===== config.mk =====
export PLATFORM = sky130hd
export DESIGN_NAME = stage_index_fetch_ctrl
export DESIGN_NICKNAME = d
export VERILOG_FILES = /design/src/rtl/stage_fetch_pkg.sv /design/src/rtl/stage_index_fetch_ctrl_rr_arbiter.sv /design/src/rtl/stage_index_fetch_ctrl.sv
export SDC_FILE = /design/constraint.sdc
export NUM_CORES = 1
export LEC_CHECK = 0
export CORE_MARGIN = 4
export CORE_UTILIZATION = 54
export CTS_BUF_LIST = sky130_fd_sc_hd__clkbuf_16
export DETAILED_ROUTE_END_ITERATION = 12
export GPL_TIMING_DRIVEN = 0
export PLACE_DENSITY = 0.86
export SYNTH_ARGS = -nofsm -noshare
export SYNTH_HDL_FRONTEND = slang
export SYNTH_HIERARCHICAL = 1
export SYNTH_SLANG_ARGS = --single-unit

===== constraint.sdc =====
create_clock -name clk -period 13.53 [get_ports clk]
set_clock_uncertainty 0.1 [all_clocks]
set_input_delay 3.3825 -clock clk [delete_from_list [all_inputs] [get_ports clk]]
set_output_delay 3.3825 -clock clk [all_outputs]
set_load 0.03 [all_outputs]

===== src/rtl/stage_fetch_pkg.sv =====
// Shared types and constants for the stage-index ROM fetch controller.
// Holds the FSM encoding, the even/odd word selects and the default stage count.
package stage_fetch_pkg;

   typedef enum logic [2:0] {
      IDLE     = 3'd0,
      RD_START = 3'd1,
      RD_END   = 3'd2,
      WAIT     = 3'd3,
      DONE     = 3'd4
   } state_t;

   localparam logic WORD_START     = 1'b0;
   localparam logic WORD_END       = 1'b1;
   localparam int   DEF_NUM_STAGES = 25;

endpackage


===== src/rtl/stage_index_fetch_ctrl_rr_arbiter.sv =====
// Combinational round-robin pick: first eligible request at or above ptr, wrapping.
// Zero latency; no backpressure, the parent owns and advances the pointer.
module rr_arbiter
   import stage_fetch_pkg::*;
#(
   parameter int  NUM_REQ = 4,
   localparam int ID_W    = $clog2(NUM_REQ)
) (
   input  logic [NUM_REQ-1:0] req,
   input  logic [NUM_REQ-1:0] mask,
   input  logic [ID_W-1:0]    ptr,
   output logic [NUM_REQ-1:0] winner,
   output logic [ID_W-1:0]    winner_id,
   output logic               any
);

   logic [NUM_REQ-1:0] elig;
   logic [ID_W-1:0]    idx;

   assign elig = req & ~mask;

   always_comb begin
      winner    = '0;
      winner_id = '0;
      any       = 1'b0;
      idx       = '0;
      for (int k = 0; k < NUM_REQ; k++) begin
         idx = ptr + ID_W'(k);
         if (!any && elig[idx]) begin
            any         = 1'b1;
            winner_id   = idx;
            winner[idx] = 1'b1;
         end
      end
   end

endmodule


===== src/rtl/stage_index_fetch_ctrl.sv =====
// Shares one stage-index ROM among NUM_REQ engines; fetches the start/end word pair per grant.
// Response 3+ROM_LATENCY cycles after arbitration; no queueing, requesters hold req until served.
module stage_index_fetch_ctrl
   import stage_fetch_pkg::*;
#(
   parameter int  NUM_REQ     = 4,
   parameter int  ADDR_WIDTH  = 9,
   parameter int  DATA_WIDTH  = 16,
   parameter int  NUM_STAGES  = DEF_NUM_STAGES,
   parameter int  ROM_LATENCY = 1,
   localparam int ID_W        = $clog2(NUM_REQ),
   localparam int SW          = ADDR_WIDTH - 1
) (
   input  logic                    clk,
   input  logic                    reset,
   input  logic [NUM_REQ-1:0]      req,
   input  logic [NUM_REQ*SW-1:0]   req_stage,
   output logic [NUM_REQ-1:0]      grant,
   output logic [ADDR_WIDTH-1:0]   rom_address,
   output logic                    rom_rden,
   input  logic [DATA_WIDTH-1:0]   rom_q,
   output logic                    resp_valid,
   output logic [ID_W-1:0]         resp_id,
   output logic                    resp_err,
   output logic [DATA_WIDTH-1:0]   index_start,
   output logic [DATA_WIDTH-1:0]   index_end,
   output logic                    busy
);

   // cyc counts cycles since arbitration; the ROM words return at these offsets
   localparam logic [2:0] START_CYC = 3'(1 + ROM_LATENCY);
   localparam logic [2:0] LAST_CYC  = 3'(2 + ROM_LATENCY);

   state_t                  state, state_nxt;
   logic [NUM_REQ-1:0]      mask, win_onehot;
   logic [ID_W-1:0]         win_id, rr_ptr, cur_id;
   logic                    win_vld, win_oor, cur_oor, first_idle, finish;
   logic [SW-1:0]           stage_arr [NUM_REQ];
   logic [SW-1:0]           win_stage, cur_stage;
   logic [2:0]              cyc;
   logic [DATA_WIDTH-1:0]   start_tmp;

   always_comb begin
      for (int i = 0; i < NUM_REQ; i++) stage_arr[i] = req_stage[i*SW +: SW];
   end

   assign win_stage  = stage_arr[win_id];
   assign win_oor    = (int'(win_stage) >= NUM_STAGES);
   assign mask       = first_idle ? (NUM_REQ'(1) << resp_id) : '0;
   assign resp_valid = (state == DONE);
   assign busy       = (state != IDLE);

   // Out-of-range requests spend one WAIT cycle so their error response lines up one cycle after grant
   assign finish = (state == WAIT) && (cur_oor || (cyc == LAST_CYC));

   rr_arbiter #(.NUM_REQ(NUM_REQ)) u_arb (
      .req       (req),
      .mask      (mask),
      .ptr       (rr_ptr),
      .winner    (win_onehot),
      .winner_id (win_id),
      .any       (win_vld)
   );

   always_ff @(posedge clk) begin
      if (reset) state <= IDLE;
      else       state <= state_nxt;
   end

   always_comb begin
      state_nxt = state;
      unique case (state)
         IDLE:     if (win_vld) state_nxt = win_oor ? WAIT : RD_START;
         RD_START: state_nxt = RD_END;
         RD_END:   state_nxt = WAIT;
         WAIT:     if (finish) state_nxt = DONE;
         DONE:     state_nxt = IDLE;
         default:  state_nxt = IDLE;
      endcase
   end

   always_ff @(posedge clk) begin
      if (reset) begin
         grant       <= '0;
         rom_rden    <= 1'b0;
         rom_address <= '0;
         rr_ptr      <= '0;
         cur_id      <= '0;
         cur_stage   <= '0;
         cur_oor     <= 1'b0;
         first_idle  <= 1'b0;
         cyc         <= '0;
         start_tmp   <= '0;
         resp_id     <= '0;
         resp_err    <= 1'b0;
         index_start <= '0;
         index_end   <= '0;
      end else begin
         grant      <= '0;
         rom_rden   <= 1'b0;
         first_idle <= (state == DONE);
         if (state == IDLE) begin
            cyc <= 3'd1;
            if (win_vld) begin
               grant     <= win_onehot;
               cur_id    <= win_id;
               cur_stage <= win_stage;
               cur_oor   <= win_oor;
               rr_ptr    <= win_id + 1'b1;
               if (!win_oor) begin
                  rom_rden    <= 1'b1;
                  rom_address <= {win_stage, WORD_START};
               end
            end
         end else begin
            cyc <= cyc + 3'd1;
         end
         if (state == RD_START) begin
            rom_rden    <= 1'b1;
            rom_address <= {cur_stage, WORD_END};
         end
         // Start word is staged so the published response only changes at DONE
         if (state != IDLE && cyc == START_CYC) start_tmp <= rom_q;
         if (finish) begin
            resp_id <= cur_id;
            if (cur_oor) begin
               resp_err    <= 1'b1;
               index_start <= '0;
               index_end   <= '0;
            end else begin
               resp_err    <= (rom_q < start_tmp);
               index_start <= start_tmp;
               index_end   <= rom_q;
            end
         end
      end
   end

endmodule


==> results of run 1 <==
[worst paths after layout]
| kind | end | slack, ps | startpoint |
|---|---|---|---|
| hold / removal | index_start[0] | 350 | index_start[0] |
| setup reg to reg | rom_address[4] | 8090 | rr_ptr[1] |
| hold reg to reg | index_start[0] | 350 | index_start[0] |
| setup / recovery | rom_address[4] | 5940 | req[2] |
[report_power, final]
group | switching, mW | internal [mW] | total, mW
Sequential | 0.0291 | 0.298 | 0.327
Combinational | 0.333 | 0.250 | 0.583
Clock | 0.111 | 0.129 | 0.240
[final cells by class]
class                   count  area [µm²]
multi-input cells         378        2440
fillers                   575        1990
inverters                  21        78.8
clock inverters             7        65.1
plain buffers              35         144
flip-flops and latches     85        1700
repair buffers            103        1030
clock buffers               9         225
well taps                 102         128
[logic make-up after synthesis]
kind of cell / Yosys count / share of synthesized area (%)
flops: 85 / 39.0
mux: 19 / 8.94
xor+xnor: 1 / 0.201
simple gates: 216 / 24.1
fa+ha+maj: 25 / 7.17
buf+inv: 56 / 5.10
compound gates: 117 / 15.5
[flip-flops by register name (all words and copies together) (netlist names)]
register     count
state            3
index_end       16
cur_id           2
index_start     16
rom_address      9
cyc              3
grant            4
cur_stage        8
rom_rden         1
rr_ptr           2
resp_id          2
first_idle       1
start_tmp       16
cur_oor          1
resp_err         1
[metal layers]
layer / part of all wire (%) / track usage (%) / wire, µm / up-vias
met3: 6.7 / 5.79 / 830 / 40
met4: 3.3 / 10.1 / 408 / 0
met2: 51 / 45.1 / 6290 / 191
met1: 39 / 30.2 / 4810 / 1993
met5: 0 / 0 / 0 / -
li1: - / - / - / 2024
[worst min-delay path: cells and delay by family (launching register included)]
kind	cells	cell delay (ps)
AOI/OAI and AO/OA	1	50
DFF	1	310
and+or+nand+nor	1	50
[cell usage in the layout, fill, tap and decap left out, types with 2 or more instances in the layout]
cell type	count
nand2_1	97
o31ai_1	2
nand4_1	4
nor2b_4	2
nor3_1	19
ha_1	25
a41oi_1	2
inv_8	2
mux4_2	5
mux2_4	8
mux4_1	6
nor2_1	34
a21oi_1	81
nand3b_1	18
o21ai_0	6
clkdlybuf4s50_1	103
nor2b_1	13
and2_1	4
inv_1	20
clkbuf_1	30
nand3_1	4
a211oi_1	4
o22ai_1	4
nand2b_1	5
clkbuf_16	9
o311a_1	3
inv_6	3
dfxtp_1	85
a22oi_1	5
and3_1	3
a21o_1	3
nor3b_1	2
buf_1	2
==> reports/results.ini, run 1 <==
[finish]
drive_above_1_share_pct=6.11
finish.cell_count_without_fillers=740
syn2layout_area_growth_pct=33.2
antenna_cells=0
utilization_pct=74.5
fin_nets=712
design_area_mm2=0.00581

[synthesis]
synth.net_count=598
synthCells=519
syn_area_per_cell_um2=8.41
async_reset_ff_share_pct=0
synth.most_common_cell=nand2_1
ys.flop_type=dfxtp_1
synthTopCellsByCount=nand2_1 (97), dfxtp_1 (85), a21oi_1 (81)
synth_area_mm2=0.00437
synth_top_cell_area_share_pct=39.0
synth_edf_count=0
synth_seq_cells=85
yosysSeqAreaShare_pct=39.0
ys_warn_count=6
synth_largest_area_cell=dfxtp_1
synth_cell_types=52
yosys-top-cells-area=dfxtp_1 (39%), a21oi_1 (9.3%), nand2_1 (8.3%)

[critical_path]
crit_cells=14
cp_max_fo=10
worstPathCellList=clkdlybuf4s50_1, nor2b_4, mux4_2, and4b_1, buf_4, o21ai_2, a41oi_1, clkbuf_1, mux4_1, o311a_1, nor4_2, nand3_1, a21boi_4, mux2_4
crit_type=in -> reg
crit_path_top_delay_cell=mux4_2
crit_family=multiplexers
max_stage_delay_ps=530
cp_data_required_time_ps=13660
ff2ff_path_depth=16
cp-end-kind=register
path_buf_inv=3
start_kind=primary input
critPathArrivalTime_ps=7720

[global_routing]
antenna_found_initial=0
grt_max_degree=18
track_usage_pct=25.6
grt_pass1_wl_um=20300
grt_pass1_vias=4221
grt-ovfl-total=0

[clocking]
clkLatencyLatePin_ps=340
cts_sinks=85
cts-resized-gates=0
post_cts_buffers=0
clockBufferDepth=2
cts_hold_buf=0
root_buffer=clkbuf_16
cts_buffers=9
htreeDepth=3
clk_pin_slew_ps=70
cts_tree=yes

[pwr]
finalPower_mw=1.15
p_leak_nw=2.11
p_per_area_mw_per_mm2=198
vdd_drop_max_uv=104

[routing]
wl_um=12300
drt_iter0_drc=263
route.detailed.drc=0
drt_pass1_iterations=5
ant_nets=0
vias=4248
wl_per_cell_um=16.7
routed_via_density=5.74

[sta]
hold_viol_final=0
holdWs_ps=353
setup_viol=0
period_minus_slack_ps=7590
finalCritPeriodShare_pct=56.1
relSlewSlack_pct=59.2
max_freq_mhz=132
worst_pin_slew_ps=613
rsz0062_at_grt=false
setup_ws_ps=5940
drv_slew=0
tns_ps=0

[die]
io-pin-count=105
initial_utilization_pct=55.9
die_width_um=97.9
dieArea_mm2=0.00959
num_rows=32
die_h_um=97.9
core_mm2=0.00781

[place]
placed_cell_area_mm2=0.00552
gp_congestion=0.857
pre_cts_ws_ps=5650
port-buffer-count=103
dpl.cell_count=724
place_hpwl_um=9090

[status]
status=finished clean

[min_path]
hold_class=reg -> reg
hold_depth=2

[run]
drv_cap=0

Power figures use the tool's default switching activity.
==> run 2, diff against run 1 <==
Settings changed: CORE_UTILIZATION 54 to 50, PLACE_DENSITY 0.86 to 0.8.
Clock period 13.53 ns to 7.58 ns, I/O delays scaled along.
==> reports/results.ini, run 2 (synthesis gave the netlist of run 1 again) <==
[status]
status=finished clean

[pwr]
vdd_drop_max_uv=148  ; +42%
clkPwrFrac_pct=21.5  ; +0.6 points
pwr-share-seq_pct=28.3  ; -0.2 points
p_per_area_mw_per_mm2=354  ; +79%
cell_internal_pwr_mw=1.23  ; +82%
p_leak_nw=2.10  ; -0.23%
power_switching_uw=828  ; +75%
p_sw_share_pct=40.1  ; -0.95 points
p_comb_share_pct=50.2  ; -0.5 points

[global_routing]
grt_pass1_vias=4178  ; -1.0%
track_usage_pct=24.6  ; -1.1 points
grt_pass1_wl_um=20300  ; +0.41%
grt_max_degree=16  ; -2
grt-ovfl-total=0  ; unchanged
antenna_found_initial=0  ; unchanged

[clocking]
post_cts_buffers=0  ; unchanged
cts_buffers=9  ; unchanged
cts_hold_buf=0  ; unchanged
clk_pin_slew_ps=60  ; about the same
clkLatencyLatePin_ps=330  ; about the same
cts-resized-gates=0  ; unchanged
clockBufferDepth=2  ; unchanged
root_buffer=clkbuf_16
cts_sinks=85  ; unchanged
cts_tree=yes
htreeDepth=3  ; unchanged

[sta]
worst_pin_slew_ps=602  ; -11.0 ps
tns_ps=0  ; unchanged
setup_viol=0  ; unchanged
max_freq_mhz=166
drv_slew=0  ; unchanged
period_minus_slack_ps=6010
hold_viol_final=0  ; unchanged
rsz0062_at_grt=false
finalCritPeriodShare_pct=79.3
relSlewSlack_pct=59.9  ; +0.73 points

[critical_path]
cp-endpoint=rom_address[8]
cp-end-kind=register
cp_max_fo=10  ; unchanged
critPathArrivalTime_ps=6130  ; -1590 ps
cp_data_required_time_ps=7700  ; -5960 ps
start_kind=primary input
ff2ff_path_depth=15  ; -1
timing.rr.start=rr_ptr[1]
timing.rr.end=rom_address[8]
crit_path_start=req[2]
crit_type=in -> reg
ff2ff_setup_slack_ps=2200  ; -5890 ps

[routing]
ant_nets=0  ; unchanged
drt_iter0_drc=222  ; -16%
wl_um=12200  ; -1.2%
drt_pass1_iterations=5  ; unchanged
routed_via_density=5.63  ; -2.0%
vias=4182  ; -1.6%
wl_per_cell_um=16.4  ; -1.5%
route.detailed.drc=0  ; unchanged

[die]
core_mm2=0.00834  ; +6.8%
die_h_um=101  ; +3.6%
io-pin-count=105  ; unchanged
initial_utilization_pct=52.3  ; -3.6 points
num_rows=33  ; +3.1%
die_width_um=101  ; +3.6%
dieArea_mm2=0.0103  ; +7.3%

[finish]
top_regs=index_end: 16 flops, index_start: 16 flops, start_tmp: 16 flops
final_cell_mix=clkdlybuf4s50_1 (103), nand2_1 (97), dfxtp_1 (85)
drive_above_1_share_pct=5.96  ; -0.16 points
fin_nets=712  ; unchanged
antenna_cells=0  ; unchanged
design_area_mm2=0.00583  ; +0.22%
final_common_cell=clkdlybuf4s50_1
syn2layout_area_growth_pct=33.5

[place]
placed_cell_area_mm2=0.00553  ; about the same
port-buffer-count=103  ; unchanged
place_hpwl_um=9030  ; -0.71%
gp_congestion=0.866  ; +1.1%

[run]
drv_cap=0  ; unchanged

[min_path]
hold_class=reg -> reg

## run 2: worst max-delay path, cell delays in order
cell	delay [ps]
clkdlybuf4s50_1	450
nor2b_4	160
mux4_2	520
and4b_1	270
buf_4	140
o21ai_2	60
a41oi_1	160
clkbuf_1	480
mux4_1	470
o311a_1	400
nor4_2	400
nand3_1	150
a21boi_4	220
mux2_4	330
## run 2: final cells by class
cell class / instances / area, µm²
sequential: 85 / 1700
clock buffer: 9 / 225
fill: 653 / 2510
tap: 105 / 131
multi-input combinational: 378 / 2440
inverter: 21 / 78.8
clock inverter: 7 / 73.8
buffer: 35 / 144
timing repair buffer: 103 / 1030
## run 2: layer usage
| metal | part of all wire, % | vias up | global-route usage, % |
|---|---|---|---|
| met2 | 50 | 139 | 42.8 |
| met5 | 0 | - | 0 |
| li1 | - | 2029 | - |
| met1 | 43 | 1989 | 31.3 |
| met4 | 1.8 | 0 | 7.87 |
| met3 | 5.1 | 25 | 3.58 |
## run 2: worst min-delay path by stage
stage              startpoint  cells past startpoint  slack [ps]              to
3_5_place_dp     cur_stage[4]                      2         350    cur_stage[4]
3_3_place_gp   index_start[0]                      2         340  index_start[0]
4_1_cts          index_end[4]                      2         360    index_end[4]
2_1_floorplan       cur_id[0]                      2         330      resp_id[0]
6_report        start_tmp[15]                      2         350   start_tmp[15]
5_1_grt         index_end[15]                      2         370   index_end[15]
## run 2: stage by stage
step,instances,util [%],power [mW],hold slack [ps],setup WS (ps)
finish,743,69.9,2.06,354,1570
global route,743,69.9,2.18,368,1310
CTS,743,69.9,2.06,355,1540
detailed placement,727,66.3,1.61,347,1210
global placement,727,66.3,1.59,341,1280
floorplan,519,-,1.33,332,2240
## run 2: power by group through the flow
stage | Combinational [mW] | Clock, mW | Sequential, mW
finish | 1.03 | 0.444 | 0.584
global route | 1.12 | 0.467 | 0.596
CTS | 1.03 | 0.444 | 0.583
detailed placement | 1.02 | 0 | 0.591
global placement | 0.999 | 0 | 0.588
floorplan | 0.674 | 0 | 0.655
